**config.mk**
```make
export PLATFORM = sky130hd
export DESIGN_NAME = instr_encoder
export DESIGN_NICKNAME = d
export VERILOG_FILES = /design/src/rtl/trisc_pkg.sv /design/src/rtl/onehot_to_opcode.sv /design/src/rtl/instr_encoder.sv
export SDC_FILE = /design/constraint.sdc
export NUM_CORES = 1
export LEC_CHECK = 0
export CELL_PAD_IN_SITES_DETAIL_PLACEMENT = 0
export CELL_PAD_IN_SITES_GLOBAL_PLACEMENT = 1
export CORE_MARGIN = 5
export CORE_UTILIZATION = 49
export DETAILED_ROUTE_END_ITERATION = 6
export DONT_BUFFER_PORTS = 1
export GPL_TIMING_DRIVEN = 0
export PLACE_DENSITY_LB_ADDON = 0.25
export SLEW_MARGIN = 20
export SYNTH_ARGS = -nofsm -noshare
export SYNTH_HDL_FRONTEND = slang
export SYNTH_SLANG_ARGS = --single-unit
```
**constraint.sdc**
```tcl
create_clock -name clk -period 3.9 [get_ports clk]
set_clock_uncertainty 0.1 [all_clocks]
set_input_delay 1.17 -clock clk [delete_from_list [all_inputs] [get_ports clk]]
set_output_delay 1.17 -clock clk [all_outputs]
set_load 0.01 [all_outputs]
```
**src/rtl/trisc_pkg.sv**
```systemverilog
// rtl/trisc_pkg.sv - shared opcode map, one-hot bit indices and encoder FSM states
// Purpose: single source of the instruction set encoding used by the encoder
//          and by the decoder.
// Ports:   none (package).
package trisc_pkg;

  localparam int OP_W = 11;

  // Position of each instruction in the one-hot request vector.
  localparam int BIT_LDA = 10;
  localparam int BIT_STA = 9;
  localparam int BIT_ADD = 8;
  localparam int BIT_SUB = 7;
  localparam int BIT_XOR = 6;
  localparam int BIT_INC = 5;
  localparam int BIT_CLR = 4;
  localparam int BIT_JMP = 3;
  localparam int BIT_JPZ = 2;
  localparam int BIT_JPN = 1;
  localparam int BIT_HLT = 0;

  localparam logic [3:0] OPC_LDA = 4'b0000;
  localparam logic [3:0] OPC_STA = 4'b0001;
  localparam logic [3:0] OPC_ADD = 4'b0010;
  localparam logic [3:0] OPC_SUB = 4'b0011;
  localparam logic [3:0] OPC_XOR = 4'b0100;
  localparam logic [3:0] OPC_INC = 4'b0110;
  localparam logic [3:0] OPC_CLR = 4'b0111;
  localparam logic [3:0] OPC_JMP = 4'b1000;
  localparam logic [3:0] OPC_JPZ = 4'b1100;
  localparam logic [3:0] OPC_JPN = 4'b1001;
  localparam logic [3:0] OPC_HLT = 4'b1111;

  typedef enum logic [1:0] {
    ST_IDLE  = 2'd0,
    ST_LOAD  = 2'd1,
    ST_WRITE = 2'd2,
    ST_DONE  = 2'd3
  } enc_state_e;

  function automatic logic [3:0] opcode_of_bit(input int idx);
    logic [3:0] opc;
    case (idx)
      BIT_LDA: opc = OPC_LDA;
      BIT_STA: opc = OPC_STA;
      BIT_ADD: opc = OPC_ADD;
      BIT_SUB: opc = OPC_SUB;
      BIT_XOR: opc = OPC_XOR;
      BIT_INC: opc = OPC_INC;
      BIT_CLR: opc = OPC_CLR;
      BIT_JMP: opc = OPC_JMP;
      BIT_JPZ: opc = OPC_JPZ;
      BIT_JPN: opc = OPC_JPN;
      BIT_HLT: opc = OPC_HLT;
      default: opc = OPC_LDA;
    endcase
    return opc;
  endfunction

endpackage

```
**src/rtl/onehot_to_opcode.sv**
```systemverilog
// rtl/onehot_to_opcode.sv - combinational one-hot request to 4-bit opcode converter
// Purpose: map the one-hot instruction request to its opcode and flag whether
//          exactly one request bit is set.
// Ports:   op_i     [10:0] one-hot request (LDA at bit 10 .. HLT at bit 0)
//          opcode_o [3:0]  opcode of the set bit (don't-care when !valid_o)
//          valid_o         exactly one bit of op_i is set
module onehot_to_opcode
  import trisc_pkg::*;
(
  input  logic [OP_W-1:0] op_i,
  output logic [3:0]      opcode_o,
  output logic            valid_o
);

  always_comb begin
    opcode_o = OPC_LDA;
    for (int i = 0; i < OP_W; i++) begin
      if (op_i[i]) opcode_o = opcode_of_bit(i);
    end
    // Clearing the lowest set bit leaves zero only for a single-bit vector.
    valid_o = (op_i != '0) && ((op_i & (op_i - 11'd1)) == '0);
  end

endmodule

```
**src/rtl/instr_encoder.sv**
```systemverilog
// rtl/instr_encoder.sv - loads a program into memory from one-hot instruction requests
// Purpose: accept instructions while in LOAD, encode them as {opcode, operand}
//          and write them to sequential program-memory addresses with a
//          request/acknowledge handshake until HLT is written or DEPTH words
//          are stored.
// Option:  INSTR_ENCODER_CHECKSUM_EN adds the chksum output (XOR of all
//          acknowledged words since start/reset).
// Ports:   clk, reset_n          clock, asynchronous active-low reset
//          start                 abort and restart loading at address 0
//          in_valid / in_ready   instruction handshake
//          op [10:0], operand    one-hot instruction and 4-bit address field
//          mem_we / mem_ack      write request held until acknowledged
//          mem_addr, mem_wdata   write address (pointer) and encoded word
//          done, err, count      load finished, sticky bad-op, words written
//          chksum                (optional) running XOR of written words
module instr_encoder
  import trisc_pkg::*;
#(
  parameter int DEPTH = 16
) (
  input  logic            clk,
  input  logic            reset_n,
  input  logic            start,
  input  logic            in_valid,
  output logic            in_ready,
  input  logic [OP_W-1:0] op,
  input  logic [3:0]      operand,
  output logic            mem_we,
  input  logic            mem_ack,
  output logic [3:0]      mem_addr,
  output logic [7:0]      mem_wdata,
  output logic            done,
  output logic            err,
  output logic [4:0]      count
`ifdef INSTR_ENCODER_CHECKSUM_EN
  ,
  output logic [7:0]      chksum
`endif
);

  localparam logic [4:0] DEPTH_C = 5'(DEPTH);

  enc_state_e  state_q;
  logic        in_ready_q;
  logic        mem_we_q;
  logic [3:0]  ptr_q;
  logic [7:0]  wdata_q;
  logic        done_q;
  logic        err_q;
  logic [4:0]  count_q;

  logic [3:0]  ptr_d;
  logic [4:0]  count_d;
  logic        last_d;
  logic [3:0]  opcode;
  logic        op_valid;

  onehot_to_opcode u_onehot_to_opcode (
    .op_i     (op),
    .opcode_o (opcode),
    .valid_o  (op_valid)
  );

  // Only HLT encodes to 4'b1111, so the latched word identifies it.
  assign ptr_d   = ptr_q + 4'd1;
  assign count_d = count_q + 5'd1;
  assign last_d  = (wdata_q[7:4] == OPC_HLT) || (count_d == DEPTH_C);

`ifdef INSTR_ENCODER_CHECKSUM_EN
  logic [7:0] chksum_q;

  always_ff @(posedge clk or negedge reset_n) begin
    if (!reset_n) begin
      chksum_q <= 8'h00;
    end else if (start) begin
      chksum_q <= 8'h00;
    end else if (state_q == ST_WRITE && mem_ack) begin
      chksum_q <= chksum_q ^ wdata_q;
    end
  end

  assign chksum = chksum_q;
`endif

  always_ff @(posedge clk or negedge reset_n) begin
    if (!reset_n) begin
      state_q    <= ST_IDLE;
      in_ready_q <= 1'b0;
      mem_we_q   <= 1'b0;
      ptr_q      <= 4'd0;
      wdata_q    <= 8'h00;
      done_q     <= 1'b0;
      err_q      <= 1'b0;
      count_q    <= 5'd0;
    end else if (start) begin
      // Abort from any state: an outstanding write is abandoned.
      state_q    <= ST_LOAD;
      in_ready_q <= 1'b1;
      mem_we_q   <= 1'b0;
      ptr_q      <= 4'd0;
      wdata_q    <= 8'h00;
      done_q     <= 1'b0;
      err_q      <= 1'b0;
      count_q    <= 5'd0;
    end else begin
      case (state_q)
        ST_IDLE: begin
          in_ready_q <= 1'b0;
        end
        ST_LOAD: begin
          if (in_valid && in_ready_q) begin
            if (op_valid) begin
              wdata_q    <= {opcode, operand};
              mem_we_q   <= 1'b1;
              in_ready_q <= 1'b0;
              state_q    <= ST_WRITE;
            end else begin
              // Malformed request is dropped; stay ready for the next one.
              err_q <= 1'b1;
            end
          end
        end
        ST_WRITE: begin
          if (mem_ack) begin
            mem_we_q <= 1'b0;
            ptr_q    <= ptr_d;
            count_q  <= count_d;
            if (last_d) begin
              state_q <= ST_DONE;
              done_q  <= 1'b1;
            end else begin
              state_q    <= ST_LOAD;
              in_ready_q <= 1'b1;
            end
          end
        end
        ST_DONE: begin
          in_ready_q <= 1'b0;
        end
        default: begin
          state_q    <= ST_IDLE;
          in_ready_q <= 1'b0;
          mem_we_q   <= 1'b0;
        end
      endcase
    end
  end

  assign in_ready  = in_ready_q;
  assign mem_we    = mem_we_q;
  assign mem_addr  = ptr_q;
  assign mem_wdata = wdata_q;
  assign done      = done_q;
  assign err       = err_q;
  assign count     = count_q;

endmodule

```
==> results of run 1 <==
Yosys cell counts (2+ instances only):
master | number | area (µm²)
dfrtp_1 | 23 | 576
nor2_1 | 22 | 82.6
nand2_1 | 12 | 45.0
a21oi_1 | 6 | 30.0
o21ai_0 | 6 | 30.0
xor2_1 | 6 | 52.6
mux2i_1 | 4 | 40.0
a31o_2 | 3 | 26.3
clkbuf_1 | 3 | 11.3
inv_1 | 3 | 11.3
nand3_1 | 3 | 15.0
nand4_1 | 3 | 18.8
nor4_1 | 3 | 18.8
a2111oi_0 | 2 | 17.5
a211oi_1 | 2 | 15.0
ha_1 | 2 | 25.0
nor2b_1 | 2 | 12.5
nor3_1 | 2 | 10.0
or3_1 | 2 | 12.5
or4_4 | 2 | 22.5
xnor2_1 | 2 | 17.5
worst max-delay path, stage by stage:
cell and delay, ps:
or4_4 560, a2111oi_0 370, or3_2 220, a21oi_2 90, or4_4 510
flip-flops by register name (all words and copies together) (netlist names):
| name | count |
|---|---|
| state_q | 2 |
| mem_wdata | 8 |
| mem_we | 1 |
| mem_addr | 4 |
| done | 1 |
| err | 1 |
| in_ready | 1 |
| count | 5 |
area by class of cell:
cell class              instances  area, µm²  area share [%]
clock buffers                   3       22.5            1.71
plain buffers                   4       16.3            1.24
flip-flops and latches         23        576            43.7
clock inverters                 1       5.00           0.380
multi-input cells             103        648            49.2
inverters                       3       11.3           0.856
well taps                      30       37.5            2.85
metrics by stage:
step | cells | power (mW)
3_5_place_dp | 163 | 0.271
3_3_place_gp | 163 | 0.271
4_1_cts | 167 | 0.379
2_1_floorplan | 133 | 0.267
6_report | 167 | 0.376
5_1_grt | 167 | 0.397
layer usage:
metal	global-route usage (%)	wire, µm	vias to the layer above
li1	-	-	494
met1	21.1	1180	490
met2	25.2	1320	19
met3	4.89	193	0
met4	5.57	0	0
met5	0	0	-
logic make-up after synthesis:
group / synth area share (%)
flops: 46.0
xor+xnor: 5.60
compound gates: 15.9
simple gates: 24.3
mux: 3.20
buf+inv: 2.20
fa+ha+maj: 2.80
power breakdown:
group | switching (mW) | internal, mW
Combinational | 0.0134 | 0.0108
Clock | 0.0708 | 0.0383
Sequential | 0.00209 | 0.240
Total | 0.0863 | 0.289
final timing paths:
| path | startpoint | endpoint | slack, ps | cells past startpoint |
|---|---|---|---|---|
| setup reg to reg | state_q[0]$_DFFE_PN0P_ | count[4]$_DFFE_PN0P_ | 2180 | 6 |
| hold / removal | reset_n | count[1]$_DFFE_PN0P_ | 440 | 0 |
| setup / recovery | op[3] | state_q[0]$_DFFE_PN0P_ | 1070 | 5 |
| max in group asynchronous | reset_n | mem_wdata[7]$_DFFE_PN0P_ | 3190 | 0 |
| min in group clk | mem_wdata[2]$_DFFE_PN0P_ | mem_wdata[2]$_DFFE_PN0P_ | 510 | 2 |
| hold reg to reg | mem_wdata[2]$_DFFE_PN0P_ | mem_wdata[2]$_DFFE_PN0P_ | 510 | 2 |
==> impl_metrics.py, run 1 <==
metrics = {
    "cts": {
        "cts_resized": 0,
        "cts.path.max_buffers": 2,
        "cts_buffers": 3,
        "clock-sinks": 23,
        "cts_hold_buf": 0,
        "clk_pin_slew_ps": 130,
        "root_buffer": "clkbuf_4",
        "tritoncts": "yes",
        "post_cts_buffers": 0,
        "cts_max_level": 1,
        "clk_latency_ps": 300,
    },
    "finish": {
        "stdcell_area_mm2": 0.00132,
        "final_util_pct": 53.6,
        "area_growth_pct": 5.20,
        "fillers": 242,
        "final_common_cell": "dfrtp_1",
        "n_antenna_cell": 0,
        "mostFrequentLayoutCells": "dfrtp_1, nor2_1, nand2_1",
        "layout-drive-gt1-share_pct": 10.2,
        "nets": 160,
    },
    "grt": {
        "grt_pass1_vias": 960,
        "antenna_found_initial": 0,
        "grt_pass1_wl_mm": 4.38,
        "gr-total-overflow": 0,
        "grt_start_max_net_pins": 24,
        "grt.total_usage_pct": 16.0,
    },
    "sta": {
        "period_share_pct": 72.4,
        "fin_tns_setup_ps": 0,
        "drv_slew": 0,
        "rsz0062_at_grt": "no",
        "worst_slack_ps": 1070,
        "fmax_mhz": 354,
        "fin_crit_ps": 2830,
        "hold_viol": 0,
        "setup_violations": 0,
        "slew_headroom_pct": 69.5,
        "tightest_slew_ps": 457,
        "holdWs_ps": 435,
    },
    "route": {
        "routed_via_density": 6.01,
        "ant_nets": 0,
        "first_iter_violations": 48,
        "wl_mm": 2.69,
        "vias": 1003,
        "wire_per_inst_um": 16.1,
        "dr.pass1.iters": 4,
        "drcViolationCount": 0,
    },
    "power": {
        "p_per_area_mw_per_mm2": 285,
        "ir_drop_v": 0.000220,
        "p_leak_nw": 0.591,
    },
    "placed_design": {
        "hpwl_mm": 2.10,
        "place_ws_ps": 723,
        "place_congestion": 0.796,
        "io_buffers": 0,
        "dpl_cell_area_mm2": 0.00129,
    },
    "floorplan": {
        "die_w_um": 60.5,
        "initial_core_util_pct": 51.0,
        "dieArea_mm2": 0.00366,
        "die_y_um": 60.5,
        "ios": 41,
        "core_area_mm2": 0.00245,
        "row_count": 18,
    },
    "worst_setup_path": {
        "crit_path_start_kind": "input port",
        "critical_path_class": "input port to register",
        "critPathRequiredTime_ps": 3990,
        "crit_fanout": 6,
        "critPathCaptureType": "register",
        "cp.arrival_ps": 2920,
    },
    "job": {
        "drv_cap": 0,
    },
    "yosys": {
        "ys.flop_type": "dfrtp_1",
        "ys_async_sr_fraction_pct": 100,
        "syn_area_mm2": 0.00125,
        "syn_area_per_cell_um2": 9.41,
        "ys_types": 41,
        "ys_seq_elements": 23,
        "syn_inst": 133,
        "yosys_warnings": 0,
        "synth_edf_count": 0,
        "synth.net_count": 155,
        "synth-seq-area-share_pct": 46.0,
    },
    "worst_hold_path": {
        "hold_class": "input port to asynchronous set/reset pin",
    },
    "run_status": {
        "outcome": "finished, final reports clean",
    },
}
(Power assumes the default switching activity.)
==> run 2: changes to the inputs <==
CORE_UTILIZATION = 41   (was 49)
clock period = 2.5 ns   (was 3.9 ns; I/O delays follow)
==> run 2 against run 1 <==
First-iteration DRC count down 63%; count of clock-buffer cells in the layout unchanged; global-route usage down 2.3 points; die area up 16%; final cell count up 3.0%; sequential share of layout area down 1.7 points; critical endpoint unchanged; largest cell class unchanged.
==> impl_metrics.py, run 2 (synthesized netlist as in run 1, its figures left out) <==
metrics = {
    "run_status": {
        "outcome": "finished, final reports clean",
    },
    "floorplan": {
        "dieArea_mm2": 0.00426,
        "die_w_um": 65.2,
        "ios": 41,
        "row_count": 20,
        "initial_core_util_pct": 42.0,
        "die_y_um": 65.2,
        "core_area_mm2": 0.00298,
    },
    "worst_setup_path": {
        "crit_family": "simple AND/OR/NAND/NOR gates",
        "r2r-start": "state_q[0]$_DFFE_PN0P_",
        "crit_fanout": 6,
        "critical_path_class": "input port to register",
        "cp_slowest_cell": "or4_4",
        "crit_path_start_kind": "input port",
        "crit_path_end": "state_q[0]$_DFFE_PN0P_",
        "critPathMostFrequentCell": "or4_4",
        "critical_path_buf_inv_count": 0,
        "crit_start": "op[1]",
        "worstReg2RegEnd": "mem_addr[3]$_DFFE_PN0P_",
        "critPathCaptureType": "register",
        "cp.arrival_ps": 2440,
        "cpPeakStageDelay_ps": 580,
        "critPathRequiredTime_ps": 2600,
        "r2r_cells": 6,
        "cp.depth": 5,
        "crit_chain": "or4_4 > a2111oi_2 > or3_4 > a21oi_2 > or4_4",
        "rrSetupSlack_ps": 750,
    },
    "grt": {
        "grt_pass1_wl_mm": 4.62,
        "grt_pass1_vias": 1023,
        "grt.total_usage_pct": 13.8,
        "gr-total-overflow": 0,
        "grt_start_max_net_pins": 15,
        "antenna_found_initial": 0,
    },
    "power": {
        "p_leak_nw": 0.603,
        "p_per_area_mw_per_mm2": 439,
        "ir_drop_v": 0.000289,
    },
    "route": {
        "vias": 1013,
        "wire_per_inst_um": 16.3,
        "ant_nets": 0,
        "routed_via_density": 5.89,
        "dr.pass1.iters": 4,
        "wl_mm": 2.81,
        "first_iter_violations": 18,
        "drcViolationCount": 0,
    },
    "sta": {
        "rsz0062_at_grt": "no",
        "tightest_slew_ps": 585,
        "hold_viol": 0,
        "setup_violations": 0,
        "drv_slew": 0,
        "fin_tns_setup_ps": 0,
        "period_share_pct": 93.7,
        "fmax_mhz": 427,
        "fin_crit_ps": 2340,
        "slew_headroom_pct": 60.9,
    },
    "cts": {
        "cts_resized": 0,
        "root_buffer": "clkbuf_4",
        "clk_latency_ps": 310,
        "tritoncts": "yes",
        "cts.path.max_buffers": 2,
        "clock-sinks": 23,
        "cts_buffers": 3,
        "clk_pin_slew_ps": 140,
        "cts_hold_buf": 1,
        "post_cts_buffers": 0,
        "cts_max_level": 1,
    },
    "finish": {
        "n_antenna_cell": 0,
        "final_common_cell": "dfrtp_1",
        "area_growth_pct": 9.40,
        "mostFrequentLayoutCells": "dfrtp_1, nor2_1, nand2_1",
        "largest_reg_flops": 8,
        "nets": 162,
        "stdcell_area_mm2": 0.00137,
        "layout-drive-gt1-share_pct": 10.8,
    },
    "worst_hold_path": {
        "hold_class": "input port to register",
    },
    "placed_design": {
        "dpl_cell_area_mm2": 0.00132,
        "place_congestion": 0.764,
        "hpwl_mm": 2.16,
        "io_buffers": 0,
    },
    "job": {
        "drv_cap": 0,
    },
}
-- run 2: metal layers --
| layer | global-route usage (%) | vias to the layer above | share of wire, % |
|---|---|---|---|
| met5 | 0 | - | 0 |
| met4 | 4.66 | 0 | 0.68 |
| met3 | 3.42 | 2 | 6.5 |
| met2 | 24.7 | 20 | 51 |
| met1 | 15.8 | 492 | 42 |
| li1 | - | 499 | - |
-- run 2: worst min-delay path by stage --
stage,start,cells past startpoint,endpoint,slack (ps)
final,start,1,state_q[0]$_DFFE_PN0P_,450
after global routing,start,1,state_q[0]$_DFFE_PN0P_,440
after CTS,reset_n,0,mem_addr[1]$_DFFE_PN0P_,7
after detailed placement,reset_n,0,count[0]$_DFFE_PN0P_,350
after global placement,reset_n,0,count[0]$_DFFE_PN0P_,350
after floorplan,reset_n,0,count[0]$_DFFE_PN0P_,350
-- run 2: where the power goes --
group          switching [mW]  total, mW  internal [mW]  leakage, nW
Combinational          0.0284     0.0486         0.0201        0.275
Clock                   0.115      0.175         0.0597       0.0177
Sequential            0.00311      0.378          0.375        0.310
-- run 2: layout make-up --
type                            count  area (µm²)
Tap cell                           33        41.3
Timing Repair Buffer                2        20.0
Buffer                              4        22.5
Sequential cell                    23         576
Clock buffer                        3        22.5
Multi-Input combinational cell    103         671
Inverter                            3        11.3
Fill cell                         302        1610
Clock inverter                      1        5.00
-- run 2: through the flow --
| step | utilization, % | worst slack, ps | hold WS [ps] | cells | power [mW] |
|---|---|---|---|---|---|
| detailed placement | 44.4 | -192 | 355 | 166 | 0.424 |
| global placement | 44.4 | -137 | 355 | 166 | 0.424 |
| finish | 46.0 | 158 | 454 | 172 | 0.601 |
| floorplan | - | -73.6 | 354 | 133 | 0.417 |
| global route | 46.0 | 122 | 440 | 172 | 0.629 |
| CTS | 45.6 | 153 | 6.69 | 171 | 0.603 |
